===== src/rtl/sram_dma.sv =====
// sram_dma: slot-driven block copy / fill engine on the SRAM arbiter port.
// Copies move data in chunks of up to FIFO_DEPTH words: read the chunk into
// a small buffer, drain the last read's data in one req=0 slot, then write
// the chunk back out. Fill mode writes a constant pattern, one word per slot.
// All request outputs are registered. After the command edge they change
// only on cyc edges, so they stay stable for a whole slot.
module sram_dma #(
    parameter int FIFO_DEPTH = 8
) (
    input  logic        clk,
    input  logic        rst_n,
    input  logic        cyc,
    input  logic        cmd_start,
    input  logic        cmd_mode,
    input  logic [20:0] cmd_src,
    input  logic [20:0] cmd_dst,
    input  logic [9:0]  cmd_len,
    input  logic [15:0] cmd_fill,
    output logic        busy,
    output logic        done,
    output logic        req,
    output logic [20:0] addr,
    output logic [15:0] wrdata,
    output logic [1:0]  bsel,
    output logic        rnw,
    input  logic [15:0] sram_do
);
    localparam int PW = $clog2(FIFO_DEPTH);
    localparam int CW = $clog2(FIFO_DEPTH + 1);
    localparam logic [10:0] DEPTH11 = 11'(FIFO_DEPTH);

    typedef enum logic [2:0] {IDLE, RD, RDLAST, WR, FIN} state_t;

    state_t        state_q, state_d;
    logic [20:0]   src_q, src_d, dst_q, dst_d;
    logic [10:0]   rem_q, rem_d;        // words left, 1..1024
    logic [15:0]   pat_q, pat_d;
    logic          mode_q, mode_d;      // 1 = fill
    logic [CW-1:0] chunk_q, chunk_d;    // words in current chunk
    logic [CW-1:0] rdcnt_q, rdcnt_d;    // reads issued in current chunk

    logic [15:0]   mem [FIFO_DEPTH];
    logic [PW-1:0] wp_q, wp_d, rp_q, rp_d;
    logic [CW-1:0] cnt_q, cnt_d;
    logic          push, pop;
    logic [15:0]   head, head_next;

    logic          busy_d, done_d, req_d, rnw_d;
    logic [20:0]   addr_d;
    logic [15:0]   wrdata_d;
    logic [1:0]   bsel_d;

    function automatic logic [CW-1:0] chunk_of(input logic [10:0] r);
        return (r >= DEPTH11) ? CW'(FIFO_DEPTH) : CW'(r);
    endfunction

    assign head      = mem[rp_q];
    assign head_next = mem[rp_q + PW'(1)];

    // Next-state, datapath and registered-output logic
    always_comb begin
        state_d  = state_q;
        src_d    = src_q;
        dst_d    = dst_q;
        rem_d    = rem_q;
        pat_d    = pat_q;
        mode_d   = mode_q;
        chunk_d  = chunk_q;
        rdcnt_d  = rdcnt_q;
        busy_d   = busy;
        done_d   = 1'b0;
        req_d    = req;
        rnw_d    = rnw;
        addr_d   = addr;
        wrdata_d = wrdata;
        bsel_d   = bsel;
        push     = 1'b0;
        pop      = 1'b0;
        case (state_q)
            IDLE: if (cmd_start) begin
                src_d  = cmd_src;
                dst_d  = cmd_dst;
                rem_d  = (cmd_len == 10'd0) ? 11'd1024 : {1'b0, cmd_len};
                pat_d  = cmd_fill;
                mode_d = cmd_mode;
                busy_d = 1'b1;
                req_d  = 1'b1;
                bsel_d = 2'b11;
                if (cmd_mode) begin
                    state_d  = WR;
                    rnw_d    = 1'b0;
                    addr_d   = cmd_dst;
                    wrdata_d = cmd_fill;
                end else begin
                    state_d = RD;
                    rnw_d   = 1'b1;
                    addr_d  = cmd_src;
                    chunk_d = chunk_of((cmd_len == 10'd0) ? 11'd1024 : {1'b0, cmd_len});
                    rdcnt_d = CW'(1);
                end
            end
            RD: if (cyc) begin
                // data on sram_do belongs to the read of the previous slot
                push  = (rdcnt_q != CW'(1));
                src_d = src_q + 21'd1;
                if (rdcnt_q < chunk_q) begin
                    addr_d  = src_q + 21'd1;
                    rdcnt_d = rdcnt_q + CW'(1);
                end else begin
                    state_d = RDLAST;
                    req_d   = 1'b0;
                    bsel_d  = 2'b00;
                end
            end
            RDLAST: if (cyc) begin
                push     = 1'b1;
                state_d  = WR;
                req_d    = 1'b1;
                rnw_d    = 1'b0;
                bsel_d   = 2'b11;
                addr_d   = dst_q;
                // single-word chunk: the word being pushed is the head
                wrdata_d = (cnt_q == '0) ? sram_do : head;
            end
            WR: if (cyc) begin
                pop   = !mode_q;
                dst_d = dst_q + 21'd1;
                rem_d = rem_q - 11'd1;
                if (mode_q ? (rem_q != 11'd1) : (cnt_q != CW'(1))) begin
                    addr_d   = dst_q + 21'd1;
                    wrdata_d = mode_q ? pat_q : head_next;
                end else if (rem_q != 11'd1) begin
                    state_d = RD;
                    rnw_d   = 1'b1;
                    addr_d  = src_q;
                    chunk_d = chunk_of(rem_q - 11'd1);
                    rdcnt_d = CW'(1);
                end else begin
                    state_d = FIN;
                    req_d   = 1'b0;
                    rnw_d   = 1'b1;
                    bsel_d  = 2'b00;
                    done_d  = 1'b1;
                end
            end
            FIN: begin
                state_d = IDLE;
                busy_d  = 1'b0;
            end
            default: state_d = IDLE;
        endcase

        wp_d  = push ? wp_q + PW'(1) : wp_q;
        rp_d  = pop  ? rp_q + PW'(1) : rp_q;
        cnt_d = cnt_q;
        if (push && !pop)
            cnt_d = cnt_q + CW'(1);
        else if (pop && !push)
            cnt_d = cnt_q - CW'(1);
    end

    // State, command and output registers with synchronous reset
    always_ff @(posedge clk) begin
        if (!rst_n) begin
            state_q <= IDLE;
            src_q   <= '0;
            dst_q   <= '0;
            rem_q   <= '0;
            pat_q   <= '0;
            mode_q  <= 1'b0;
            chunk_q <= '0;
            rdcnt_q <= '0;
            wp_q    <= '0;
            rp_q    <= '0;
            cnt_q   <= '0;
            busy    <= 1'b0;
            done    <= 1'b0;
            req     <= 1'b0;
            rnw     <= 1'b1;
            addr    <= '0;
            wrdata  <= '0;
            bsel    <= 2'b00;
        end else begin
            state_q <= state_d;
            src_q   <= src_d;
            dst_q   <= dst_d;
            rem_q   <= rem_d;
            pat_q   <= pat_d;
            mode_q  <= mode_d;
            chunk_q <= chunk_d;
            rdcnt_q <= rdcnt_d;
            wp_q    <= wp_d;
            rp_q    <= rp_d;
            cnt_q   <= cnt_d;
            busy    <= busy_d;
            done    <= done_d;
            req     <= req_d;
            rnw     <= rnw_d;
            addr    <= addr_d;
            wrdata  <= wrdata_d;
            bsel    <= bsel_d;
        end
    end

    // Chunk buffer storage; contents are don't-care once pointers reset
    always_ff @(posedge clk) begin
        if (rst_n && push)
            mem[wp_q] <= sram_do;
    end

endmodule


===== config.mk =====
export PLATFORM = sky130hd
export DESIGN_NAME = sram_dma
export DESIGN_NICKNAME = d
export VERILOG_FILES = /design/src/rtl/sram_dma.sv
export SDC_FILE = /design/constraint.sdc
export NUM_CORES = 1
export LEC_CHECK = 0
export CORE_ASPECT_RATIO = 1.1
export CORE_UTILIZATION = 28
export CTS_CLUSTER_SIZE = 28
export DETAILED_ROUTE_END_ITERATION = 10
export HOLD_SLACK_MARGIN = 0.1
export PLACE_DENSITY = 0.55
export SYNTH_ARGS = -nofsm -noshare
export SYNTH_HDL_FRONTEND = slang
export SYNTH_SLANG_ARGS = --single-unit

===== constraint.sdc =====
create_clock -name clk -period 6.6 [get_ports clk]
set_input_delay 1.98 -clock clk [delete_from_list [all_inputs] [get_ports clk]]
set_output_delay 1.98 -clock clk [all_outputs]
set_load 0.02 [all_outputs]

# Yosys cells after proc, flatten, opt, wreduce, memory -nomap -nowiden
# Memories as Yosys holds them, arrays and structs flattened. A register that Yosys moved wholly into a read port is not among the register bits.
# Cells that the tools add are included.
# totals
reg_bits	134
mem_bits_rw	128
wordCells	169
memories	1
# mem_list
memory	words	word_bits	rd	rd_ports_with_merged_regs	wr	line_no	source
mem	8	16	2	1	1	42	logic [15:0] mem [FIFO_DEPTH];
# op_classes
add_sub_neg	8
magnitude_cmp	3
n_eq_ne	20
n_mux	88
bitwise	3
reduce_logical	28
# ops
cell	n
$mux 21	12
$mux 16	7
$pmux 21 s2	2
$pmux 21 s4	1
$mux 4	16
$pmux 16 s3	1
$add 21x1->21 const B	2
$mux 11	3
$mux 3	9
$ne 2x2->1 const B	12
$ge 11x4->1 const B	2
$pmux 11 s2	1
$mux 1	20
$reduce_and 6->1	3
$mux 2	8
$reduce_and 8->1	2
$pmux 3 s4	1
$pmux 4 s3	1
$ne 11x1->1 const B	1
$sub 11x1->11 const B	1
$logic_not 10->1	1
$add 4x1->4 const B	2
$ne 4x1->1 const B	2
$pmux 2 s4	1
other kinds (24)	39

# Logic depth before layout (Yosys ltp)
# depth
ltp_word	7
mapped_depth	10
depth_no_buf	10

# Worst setup path before layout
# Ideal clock, no wire load.
# synth_path
path_kind	input to register
start	input cyc
end	memory mem[4][0], enable pin
arrival_time_ns	4.346
t_required_ns	6.170
slack_ns	1.824
stages	4
path_cell_list	inv_1 > nor3_1 > nand2_1 > nor4_1
# synth_between
elab_chain_cells	5
word_cells_on_any_way	6
classes_between	mux (5); reduce/logical (1)
# synth_rtl
item	line_no	source
from (decl)	12	input logic cyc,
$mux 1, on equally long branches	115, 102	
$pmux 1 s2 *	79	case (state_q)
net push	45	logic push, pop;
$logic_and 1x1->1 *	207	if (rst_n && push)
$mux 1 *	207	
$mux 1 (not written as such) *	208	mem[wp_q] <= sram_do;
to (decl)	42	
# The timed path passes the listed nets; every way through them passes the cells marked *.

# Worst setup path after layout
# layout_path
start	input cyc
end	memory mem[0][3], enable pin
# Same word-level chain as after synthesis.

==> metrics.txt <==
Rows 86; Commonest cells post-synth nand2_1, dfxtp_1, edfxtp_1; post-synth top area share 0.266; number of max-cap violations 0; Worst Hold Class flop to flop; power share of the sequential group 0.384; Starting Density 0.286; DP Area 16400 µm²; largest net degree at the start of global routing 52; largest family of logic cells by synthesized area compound AO/OA/AOI/OAI gates; average size of a mapped cell 10.1 µm²; Post-CTS Resized 0; Core Region 50500 µm²; Post-Synth Simple-Gate Area 0.148; Worst Min Path Start pat_q[1]; setup repair bufs after CTS 0; clk_lat worst skew 0.58 ns; reported net switching power 1.79 mW; sequential area share after synthesis 0.454; first-pass GRT wire length 71700 µm; Util after Layout 0.345; power per cell area 305 nW/µm²; reg2reg end mem[0][3]; reg2reg setup slack 3.10 ns; Final Hold Fails 0; EDFF count, synth 128; vias in the first global route 11721; Sink Count 263; crit path kind input pin to flop; Final Max Slew Viols 0; ys flop type dfxtp_1; Post-CTS Hold Buffers 0; number of synthesized register bits 263; Final WS setup 2.09 ns; WL final 47700 µm; Final Net Count 1607; Die Footprint 52400 µm²; Clock Skews 0.0135 ns; critical path arrival 4.79 ns; Final Setup Violations 0; Logic pwr share 0.277; RSZ-0062 raised after global routing no; synthesized area 14400 µm²; GRT Util Overall 0.179; drc violations 0; TritonCTS clock tree built; Worst VDD drop 234 µV; crit end category flop; Clk pwr share 0.339; Clock Path Buffers 3; antenna violations before repair 0; Netlist cell types 86; Die Height 240 µm; Worst Tran Pin Value 1.16 ns; Required @ worst endpoint 6.87 ns; internal power 3.53 mW; Worst Setup Start Kind input pin; leak pwr 5.65 nW; Synth Net Count 1527; clock root cell clkbuf_16; most numerous cell in the Yosys netlist nand2_1; H-tree depth 1; post-synthesis xor/xnor area fraction 0.0194; Die Width 218 µm; detailed placer's ending HPWL 32200 µm; Yosys warning count 0; FF-to-FF Start state_q[1]; Hold EP pat_q[1]; # IOs 132; TritonCTS Buffers 28; Initial DRT Pass Iterations 5; post-synthesis mux area share 0.137; asr flop ratio synth 0; port buffer count 131; Clk pin slew, worst setup/hold paths 0.07 ns; Max-slew headroom 0.217; status finished clean; hold path depth 2; top post-synthesis cells by area edfxtp_1, dfxtp_1, mux4_2, a21oi_1, nand2_1; Max Fclk 0.222 GHz; Post-DRT Antenna Nets 0; area grow syn2layout 20.8%; Post-Synth Adder-Cell Area 0.0139; gr ovfl total 0; vias per cell 5.52; Final Cycle Share 0.684; setup_tns 0 ns; crit path time final 4.51 ns; Hold Slack 0.457 ns; Crit Path Max Fanout 10; per-cell routed wire length 21.8 µm; post-synth top area cell edfxtp_1; Mapped Cells 1422; design area 17400 µm²; Synth Area in Compound Gates 0.186; Vias 12049; Initial DRC Count 1085; GP Congestion 0.887; antenna cells 0; fraction of layout cells with a size suffix above 1 0.133; Reg2Reg Depth 6; Net Sw Frac 0.336; pre-CTS setup slack 1.49 ns
[per-layer routing]
layer	wire length [µm]	global-route usage	vias up
met3	3230	0.0261	79
li1	-	-	5568
met4	1410	0.0551	0
met5	0	0	-
met2	23600	0.313	498
met1	19400	0.225	5904
[cell families (layout without fill, tap and decap cells)]
family / count (synthesis) / count (layout)
multiplexers: 116 / 116
buffers and inverters: 138 / 239
AND/OR/NAND/NOR: 445 / 445
adder cells (fa/ha/maj): 16 / 16
flip-flops: 263 / 263
XOR/XNOR: 32 / 32
AO/OA/AOI/OAI: 412 / 412
[stage by stage]
stage | total power [mW] | std cells
finish | 5.32 | 2183
detailed placement | 3.54 | 2132
global placement | 3.52 | 2132
CTS | 5.35 | 2183
floorplan | 2.98 | 1422
global route | 5.57 | 2183
[critical path, stage by stage]
cell and delay, ns:
clkdlybuf4s50_1 0.61, inv_1 0.15, nor3_1 0.68, nand2b_1 0.26, nor4_2 0.75, buf_4 0.34
[placed cells by master, fill, tap and decap left out, drive strengths merged, types with 6 or more instances in the layout]
master	n
ha	16
nand2	145
or2	11
bufinv	7
o2bb2ai	9
xnor2	23
inv	22
clkdlybuf4s50	131
and2	10
mux2i	44
buf	34
nand4	14
mux4	64
a22o	16
o21a	7
nor2b	12
a22oi	14
or3	7
nand3	28
o221ai	12
dfxtp	135
xor2	9
clkinv	8
nand2b	6
o31ai	13
mux2	8
and3	10
o211ai	16
a211oi	17
nor4	12
o21ai	104
o22ai	7
nor3	36
clkbuf	34
a32o	19
a21oi	119
nor2	126
a31oi	17
edfxtp	128
[area by class of cell]
| cell class | count | area (µm²) |
|---|---|---|
| fill | 5013 | 33000 |
| multi-input combinational | 1021 | 7340 |
| sequential | 263 | 6550 |
| timing repair buffer | 165 | 1570 |
| tap | 660 | 826 |
| clock buffer | 34 | 763 |
| clock inverter | 17 | 294 |
| inverter | 23 | 86.3 |
[power by group through the flow]
| stage | clock, mW | combinational (mW) | sequential [mW] |
|---|---|---|---|
| finish | 1.80 | 1.48 | 2.04 |
| floorplan | 0 | 0.933 | 2.05 |
| detailed placement | 0 | 1.46 | 2.07 |
| global route | 1.90 | 1.62 | 2.06 |
| CTS | 1.84 | 1.47 | 2.04 |
| global placement | 0 | 1.45 | 2.07 |
[worst max-delay path by stage]
| stage | startpoint | end | depth (start not counted) |
|---|---|---|---|
| 3_3_place_gp | cyc | mem[0][7] | 6 |
| 2_1_floorplan | cyc | mem[4][0] | 4 |
| 5_1_grt | cyc | mem[0][3] | 6 |
| 4_1_cts | cyc | mem[0][3] | 6 |
| 6_report | cyc | mem[0][3] | 6 |
| 3_5_place_dp | cyc | mem[0][1] | 6 |
[registers in the layout, indices dropped and copies added, names as in the netlist, 3 cells and up, named ones only]
| signal | count |
|---|---|
| chunk_q | 4 |
| wp_q | 3 |
| mem | 128 |
| wrdata | 16 |
| rem_q | 11 |
| cnt_q | 4 |
| addr | 21 |
| rdcnt_q | 4 |
| rp_q | 3 |
| pat_q | 16 |
| src_q | 21 |
| dst_q | 21 |
| state_q | 3 |
No activity file was read; power rests on OpenSTA's default activity.
